===== src/rtl/imem_boot_loader.sv =====
// UART-fed boot loader: assembles little-endian words into instruction memory and
// holds the core until the image is complete. Optional checksum byte: BOOT_CHECKSUM_EN.
module imem_boot_loader #(
  parameter int INS_ADDRESS = 9,
  parameter int INS_W       = 32
) (
  input  logic                   clk,
  input  logic                   rst,
  input  logic                   load_start,
  input  logic                   boot_skip,
  input  logic [7:0]             rx_data,
  input  logic                   rx_valid,
  output logic                   rx_ready,
  output logic                   imem_we,
  output logic [INS_ADDRESS-3:0] imem_wa,
  output logic [INS_W-1:0]       imem_wd,
  output logic                   cpu_hold,
  output logic                   busy,
  output logic                   err,
  output logic [INS_ADDRESS-2:0] words_loaded
);

  localparam int WA_W  = INS_ADDRESS - 2;
  localparam int WL_W  = INS_ADDRESS - 1;
  localparam int DEPTH = 1 << WA_W;

`ifdef BOOT_CHECKSUM_EN
  typedef enum logic [2:0] {S_IDLE, S_HDR, S_DATA, S_WRITE, S_CHK, S_RUN, S_ERR} state_e;
  localparam state_e S_DONE = S_CHK;
`else
  typedef enum logic [2:0] {S_IDLE, S_HDR, S_DATA, S_WRITE, S_RUN, S_ERR} state_e;
  localparam state_e S_DONE = S_RUN;
`endif

  state_e            state_q, state_d;
  logic [WL_W-1:0]   n_q;
  logic [WL_W-1:0]   wl_q;
  logic [1:0]        byte_cnt_q;
  logic [23:0]       shift_q;
  logic [WA_W-1:0]   wa_q;
  logic [INS_W-1:0]  wd_q;
`ifdef BOOT_CHECKSUM_EN
  logic [7:0]        csum_q;
`endif

  logic rx_fire;
  logic hdr_too_big;
  logic last_word;

  // NOTE: rx_valid only reaches next-state and datapath logic; every output below
  // is a state decode or a register, so there is no rx_valid-to-output path.
  assign rx_fire     = rx_valid & rx_ready;
  assign hdr_too_big = {24'd0, rx_data} > 32'(DEPTH);
  assign last_word   = (wl_q + WL_W'(1)) == n_q;

  always_ff @(posedge clk) begin
    if (rst) state_q <= S_IDLE;
    else     state_q <= state_d;
  end

  always_comb begin
    // NOTE: default assignment first so no path through the case infers a latch.
    state_d = state_q;
    case (state_q)
      S_IDLE: begin
        if (load_start)     state_d = S_HDR;
        else if (boot_skip) state_d = S_RUN;
      end
      S_HDR: begin
        if (rx_fire) begin
          if (hdr_too_big)          state_d = S_ERR;
          else if (rx_data == 8'd0) state_d = S_DONE;
          else                      state_d = S_DATA;
        end
      end
      S_DATA:  if (rx_fire && byte_cnt_q == 2'd3) state_d = S_WRITE;
      S_WRITE: state_d = last_word ? S_DONE : S_DATA;
`ifdef BOOT_CHECKSUM_EN
      S_CHK:   if (rx_fire) state_d = (rx_data == csum_q) ? S_RUN : S_ERR;
`endif
      S_RUN, S_ERR: if (load_start) state_d = S_HDR;
      default: state_d = S_IDLE;
    endcase
  end

  always_comb begin
    rx_ready = 1'b0;
    busy     = 1'b0;
    cpu_hold = 1'b1;
    err      = 1'b0;
    imem_we  = 1'b0;
    case (state_q)
      S_HDR, S_DATA: begin
        rx_ready = 1'b1;
        busy     = 1'b1;
      end
`ifdef BOOT_CHECKSUM_EN
      S_CHK: begin
        rx_ready = 1'b1;
        busy     = 1'b1;
      end
`endif
      S_WRITE: begin
        busy    = 1'b1;
        imem_we = 1'b1;
      end
      S_RUN:   cpu_hold = 1'b0;
      S_ERR:   err = 1'b1;
      default: ;
    endcase
  end

  // Write address/data are captured on the fourth byte so they stay put outside WRITE.
  always_ff @(posedge clk) begin
    if (rst) begin
      n_q        <= '0;
      wl_q       <= '0;
      byte_cnt_q <= '0;
      shift_q    <= '0;
      wa_q       <= '0;
      wd_q       <= '0;
`ifdef BOOT_CHECKSUM_EN
      csum_q     <= '0;
`endif
    end else begin
      case (state_q)
        S_HDR: begin
          if (rx_fire) begin
            n_q        <= WL_W'(rx_data);
            wl_q       <= '0;
            byte_cnt_q <= '0;
`ifdef BOOT_CHECKSUM_EN
            csum_q     <= '0;
`endif
          end
        end
        S_DATA: begin
          if (rx_fire) begin
            byte_cnt_q <= byte_cnt_q + 2'd1;
            shift_q    <= {rx_data, shift_q[23:8]};
`ifdef BOOT_CHECKSUM_EN
            csum_q     <= csum_q ^ rx_data;
`endif
            if (byte_cnt_q == 2'd3) begin
              wd_q <= {rx_data, shift_q};
              wa_q <= wl_q[WA_W-1:0];
            end
          end
        end
        S_WRITE: wl_q <= wl_q + WL_W'(1);
        default: ;
      endcase
    end
  end

  assign imem_wa      = wa_q;
  assign imem_wd      = wd_q;
  assign words_loaded = wl_q;

endmodule


===== config.mk =====
export PLATFORM = sky130hd
export DESIGN_NAME = imem_boot_loader
export DESIGN_NICKNAME = d
export VERILOG_FILES = /design/src/rtl/imem_boot_loader.sv
export SDC_FILE = /design/constraint.sdc
export NUM_CORES = 1
export LEC_CHECK = 0
export ABC_AREA = 1
export CORE_MARGIN = 8
export CORE_UTILIZATION = 47
export CTS_CLUSTER_DIAMETER = 80
export CTS_CLUSTER_SIZE = 20
export DETAILED_ROUTE_END_ITERATION = 8
export PLACE_DENSITY = 0.76
export SETUP_SLACK_MARGIN = 0.2
export SYNTH_ARGS = -nofsm -noshare
export SYNTH_HDL_FRONTEND = slang
export SYNTH_SLANG_ARGS = --single-unit

===== constraint.sdc =====
create_clock -name clk -period 1.9 [get_ports clk]
set_clock_uncertainty 0.2 [all_clocks]
set_input_delay 0.285 -clock clk [delete_from_list [all_inputs] [get_ports clk]]
set_output_delay 0.285 -clock clk [all_outputs]
set_load 0.03 [all_outputs]

==> summary.txt <==
CTS
  – H-tree Lvls: 3
  – Clock Latency Late Sink: ~0.37 ns
  – CTS tree: done
  – Root Buffer: clkbuf_8
  – Clk pin slew, worst setup/hold paths: about 0.090 ns
  – Clock Sinks: 84
  – CTS max path bufs: 2
  – Total CTS buffers: 9
  – # hold bufs at CTS: 0

Setup path
  – RR Startpoint: words_loaded[0]
  – CP max FO: 7
  – CP Capture Type: flip-flop
  – Required @ worst endpoint: 1.99 ns
  – Critical path startpoint: words_loaded[0]
  – Crit path arrival time: around 2.1 ns
  – Crit Path Class: reg2reg
  – CP startpoint kind: flip-flop

Yosys
  – Adder-Cell Fraction of Synth Area: 0.007181
  – Synth area leaders: dfxtp_1 (48%), nand2_1 (13%), a21oi_1 (12%)
  – Synth Flop Type: dfxtp_1
  – Area share of the largest cell type after synthesis: 0.4826
  – Synthesized net count: 485
  – Post-Syn Area: 3485 um^2
  – Mean cell area of the mapped netlist: 7.414 um^2
  – Mapped Cells: 470
  – Post-synthesis xor/xnor area fraction: 0.007540
  – Commonest cells post-synth: nand2_1 (119), dfxtp_1 (84), a21oi_1 (81)
  – Post-synthesis compound-gate area fraction: 0.1580
  – YS warnings: 0
  – Simple-Gate Fraction of Synth Area: 0.2736
  – Yosys cell types: 26
  – Post-synth EDFFs: 0
  – Register area share after synthesis: 0.4826
  – Ys async rst share: 0
  – Register bit total from synthesis: 84
  – Mux cell area share after synthesis: 0
  – Largest area contributor in the netlist: dfxtp_1
  – Main combinational cell family by area after synthesis: simple AND/OR/NAND/NOR gates
  – Most frequent cell after synthesis: nand2_1

Final layout
  – Area grow syn2layout: 66.32%
  – Fin util: 0.8033
  – Final Cell Area: about 5800 um^2
  – Post-route non-filler standard cell count: between 600 and 700
  – Fillers: 422
  – Final net count: about 600
  – Layout cell share with drive strength beyond 1: 0.4215
  – # diodes: 0

Run status
  – Failing checks: setup timing
  – Status: finished, violations left

Timing
  – FMAX: approximately 500 MHz
  – Final worst slack: -0.1457 ns
  – Final Slew Violations: 0
  – Hold Vio Cnt, Final: 0
  – Tmin final: 2.046 ns
  – Max-slew headroom: 0.7207
  – Slew @ Worst Pin: ~0.42 ns
  – Final Cycle Share: 1.077
  – Setup violators final: 2
  – RSZ-0062 raised after global routing: true

Die
  – Row count: 31
  – Die area: about 10,000 um^2
  – Chip width: 102.1 um
  – Die H: 102.1 um
  – Core Box Area: 7214 um^2
  – I/O Pins: 65
  – Initial Util: 0.4830

Route
  – Routed len/inst: approximately 22 um
  – Total Routed Length: between 15,000 and 20,000 um
  – Vias per cell: ~6
  – Via count: 4,143
  – Antenna viol nets, final: 0
  – 1st-pass router iterations: 7
  – # DRC: 0
  – Initial DRC count: 408

GRT
  – First-pass GRT wire length: 15,880 um
  – Initial antenna violation count: 0
  – Largest net degree at the start of global routing: between 40 and 50
  – Vias in the first global route: 3,362
  – GRT Residual Overflow: 0
  – Gr usage total: 0.1919

Place
  – GP Congestion: just under 1
  – PortBufs: between 60 and 70
  – HPWL after detailed placement: roughly 6500 um
  – Placed insts: between 600 and 700
  – DP Area: 4347 um^2

Pwr
  – Total power: 4.590 mW
  – PwrDens: approximately 800 nW/um^2
  – Standby leakage power: roughly 2.2 nW
  – Peak VDD IR: 0.0004284 V

Flow run
  – Max Cap Violations: 0

Min path
  – HP Class: in2reg
  – Hold path start: rst
[through the flow]
step	TNS (ns)	worst slack (ns)	hold WS, ns
floorplan	0	0.2126	0.1923
global placement	0	0.03137	0.2500
detailed placement	0	0.003767	0.2550
CTS	0	0.03025	0.1744
global route	-0.3865	-0.2293	0.2314
finish	-0.2472	-0.1457	0.2275
[area by class of cell]
class | count | area, um^2 | share of cell area
flip-flops and latches | 84 | 1709 | 0.2949
repair buffers | 127 | 1385 | 0.2390
multi-input cells | 326 | 2257 | 0.3895
clock inverters | 6 | 47.55 | 0.008204
inverters | 33 | 135.1 | 0.02332
clock buffers | 10 | 137.6 | 0.02375
well taps | 99 | 123.9 | 0.02137
[worst max-delay path: stages, from the launching register on]
cell and delay [ns]:
dfxtp_4 0.39, ha_4 0.19, inv_1 0.07, nand2_1 0.11
nand2_1 0.10, nand2_1 0.06, nand2_1 0.07, nand3_1 0.14
nor2_2 0.17, nand4_1 0.17, nand2_1 0.10, nand2_1 0.07
a21oi_2 0.13
[kinds of logic (layout without fill, tap and decap cells)]
family                     count (synthesis)  count (layout)
and+or+nand+nor                          217             217
AOI/OAI and AO/OA                        104             104
xor gates and xnor gates                   3               3
buffers and inverters                     60             176
adders and majority gates                  2               2
DFF                                       84              84
[state kept, by name (all words and copies together), names as in the netlist]
register	flops
byte_cnt_q	2
imem_wa	7
imem_wd	32
n_q	8
shift_q	24
state_q	3
words_loaded	8
[cells in the final DEF (no fill, tap or decap), types with 9 or more instances in the layout]
cell	Yosys	layout
nand2_1	119	71
a21oi_2	1	42
inv_1	32	26
nand3_2	2	23
buf_6	0	13
o21ai_0	14	10
clkdlybuf4s50_1	0	11
buf_4	3	31
dfxtp_1	84	74
nand3_1	64	39
clkbuf_8	0	10
nand2_2	3	16
dlygate4sd2_1	0	42
nor2_1	19	10
nand2_4	0	34
a21oi_1	81	40
clkbuf_16	0	9
[timing repair]
| action | CTS | global route |
|---|---|---|
| endpoints found under the setup margin | 56 | 91 |
| pin swaps | 13 | 40 |
| resized for setup | 86 | 205 |
| setup buffers | 11 | 11 |
| gates cloned | 2 | 14 |
[metal layers]
layer	up-vias	routed length [um]	track usage
met1	1978	5543	0.2310
met5	-	0	0
li1	1800	-	-
met3	83	1246	0.03678
met4	0	736	0.08804
met2	282	7490	0.3228
[power breakdown]
part	internal (mW)	total [mW]	switching (mW)
clock network	0.520	1.24	0.717
registers	1.85	1.93	0.0808
logic	0.573	1.43	0.852
total	2.94	4.59	1.65
[worst paths after layout]
check	cells after the start	slack [ns]	endpoint
worst max-delay path	12	-0.15	state_q[2]
worst min-delay path	3	0.23	imem_wd[27]
worst max register to register	12	-0.15	state_q[2]
worst min register to register	2	0.27	imem_wd[30]
Note: power is estimated with default switching activity, not from simulation.
==> patch (same flow settings) <==
Change the parameter `INS_ADDRESS` from 9 to 10.
--- a/src/rtl/imem_boot_loader.sv
+++ b/src/rtl/imem_boot_loader.sv
@@ -1,7 +1,7 @@
 // UART-fed boot loader: assembles little-endian words into instruction memory and
 // holds the core until the image is complete. Optional checksum byte: BOOT_CHECKSUM_EN.
 module imem_boot_loader #(
-  parameter int INS_ADDRESS = 9,
+  parameter int INS_ADDRESS = 10,
   parameter int INS_W       = 32
 ) (
   input  logic                   clk,
Ports: changed (resized imem_wa and words_loaded); port bits go from 65 to 67. No check against the original RTL was run, so the function may have changed too.
==> patch against the unedited design <==
The flow still finishes with violations (setup timing); sequential cell count rose by 2; fmax increased by 4.1%; worst setup slack improved by 81 ps; synthesized cell count grew 0.21%; non-clock buffer count up 8; via count is 6.6% lower; synthesized area increased by 2.5%; die area up 2.1%; routed wire length down 15%; clock power rose by 6%; total power up 7.0%; design area decreased by 0.56%; highest routed layer unchanged.
==> patch: results (changes against the unedited design) <==
[outcome]
outcome=finished, violations left
violations=setup timing

[logic_synthesis]
synth_xor_xnor_area_share_pct=0.491  ; -0.26 points
syn_nets=486  ; +0.21%
syn_avg_cell_area_sq_um=7.58  ; +2.3%
synthMuxAreaShare_pct=0  ; unchanged
synth_fa_ha_area_share_pct=0.701  ; -0.017 points
yosysWarnings=0  ; unchanged
yosysUniqueCellTypes=29  ; +12%
async_flop_share_pct=0  ; unchanged
ys.flop_type=dfxtp_1
ys_seq_area_share_pct=48.2  ; about the same
synth-compound-area-share_pct=17.7  ; +1.9 points
synth_area_leaders=dfxtp_1, nor2_1, nand2_1, o21ai_0, a21oi_1
synth_common_cells=nor2_1, dfxtp_1, nand2_1, o21ai_0, a21oi_1

[routing]
route.vias.total=3868  ; -6.6%
first_pass_iters=7  ; unchanged
viasPerCell=5.53  ; -8.6%
routed_wirelength_um=12800  ; -15%
drt-initial-drc-count=317  ; -22%

[worst_setup_path]
slowest_delay_ps=370  ; -20 ps
arrival_ps=2060  ; -70 ps
cp_slowest_cell=dfxtp_4
cp_max_fo=5  ; -2

[global_routing]
grt_pass1_wl_um=18800  ; +19%
grt_pass1_vias=3841  ; +14%
grt_max_degree=51  ; +4.1%
antenna_found_initial=0  ; unchanged
grt_usage_pct=22.9  ; +3.7 points

[clock_tree]
cts_buffers=9  ; unchanged
clkTransAtPathRegs_ps=90  ; about the same
htree_levels=3  ; unchanged
root_buffer=clkbuf_8
insertion_delay_ps=360
clockBufferDepth=2  ; unchanged

[final_layout]
n_antenna_cell=0  ; unchanged
drive_gt1_share_pct=37.8  ; -4.4 points
largest_register_ffs=32  ; unchanged
nNetsFinal=612  ; +2.7%

[place]
dp_hpwl_um=6370  ; -1.6%
placed_cell_area_sq_um=4470  ; +2.8%
io_buffers=66  ; +3.1%
place_inst=633  ; +0.32%
place_ws_ps=-197  ; -201 ps
place_congestion=0.834  ; -14%

[sta]
setup_viol=37  ; +35
setup_slack_ps=-65.1  ; +80.5 ps
maxSlewHeadroom_pct=66.4  ; -5.7 points

[run]
drv_cap=0  ; unchanged

[pwr]
p_leak_nw=2.69  ; +21%
irDropWorstVdd_uv=1010  ; +140%
p_seq_mw=2.09  ; +8%
clk-power_mw=1.32  ; +6%
p_sw_share_pct=34.0  ; -2.0 points

[worst_hold_path]
hold_class=reg -> reg

[patch: cell types whose count changed in the layout (fill, tap and decap cells not counted), sizes merged, moves of 8 or more]
cell,change
nor2,+67
nand3,-45
o21ai,+40
nand2,-38
a21oi,-32
buf,+12
clkbuf,-8
inv,+8
[patch: cell families after synthesis]
kind of cell	Yosys count
DFF	86
AOI/OAI and AO/OA	114
xor gates and xnor gates	2
adders and majority gates	2
and+or+nand+nor	207
buffers and inverters	60
[patch: layout make-up]
class	instances	area (sq um)
timing repair buffer	135	1480
fill	450	1530
clock buffer	9	124
sequential	86	1750
inverter	37	168
clock inverter	6	71.3
tap	99	124
multi-input combinational	326	2020
timing repair inverter	2	31.3
[patch: final timing paths]
check | from | end | slack [ps] | cells after the start
setup / recovery | state_q[1] | imem_wa[2] | -70 | 13
setup reg to reg | state_q[1] | imem_wa[2] | -70 | 13
hold reg to reg | byte_cnt_q[0] | byte_cnt_q[0] | 270 | 1
hold / removal | byte_cnt_q[0] | byte_cnt_q[0] | 270 | 1
[patch: through the flow]
step / TNS (ps) / total power, mW
floorplan: 0 / 2.66
global placement: -3390 / 2.93
detailed placement: -6840 / 2.97
CTS: 0 / 4.52
global route: -4520 / 5.09
finish: -1030 / 4.91
[patch: per-layer routing]
layer	part of all wire (%)	track usage (%)	vias up
li1	-	-	1798
met1	38	24.5	1858
met2	53	42.7	184
met3	6.7	5.47	28
met4	2.5	7.68	0
met5	0	0	-
[patch: repair_timing]
item,CTS,global route
pin swaps,30,23
gates resized for setup,207,56
cloned,9,5
hold buffers,0,0
setup endpoints to repair,137,99
buffers inserted,24,14
[patch: critical path: cells and delay by family, from the launching register on]
kind            cells  cell delay [ps]
buf+inv             7              580
simple gates        4              550
flops               1              370
compound gates      2              190
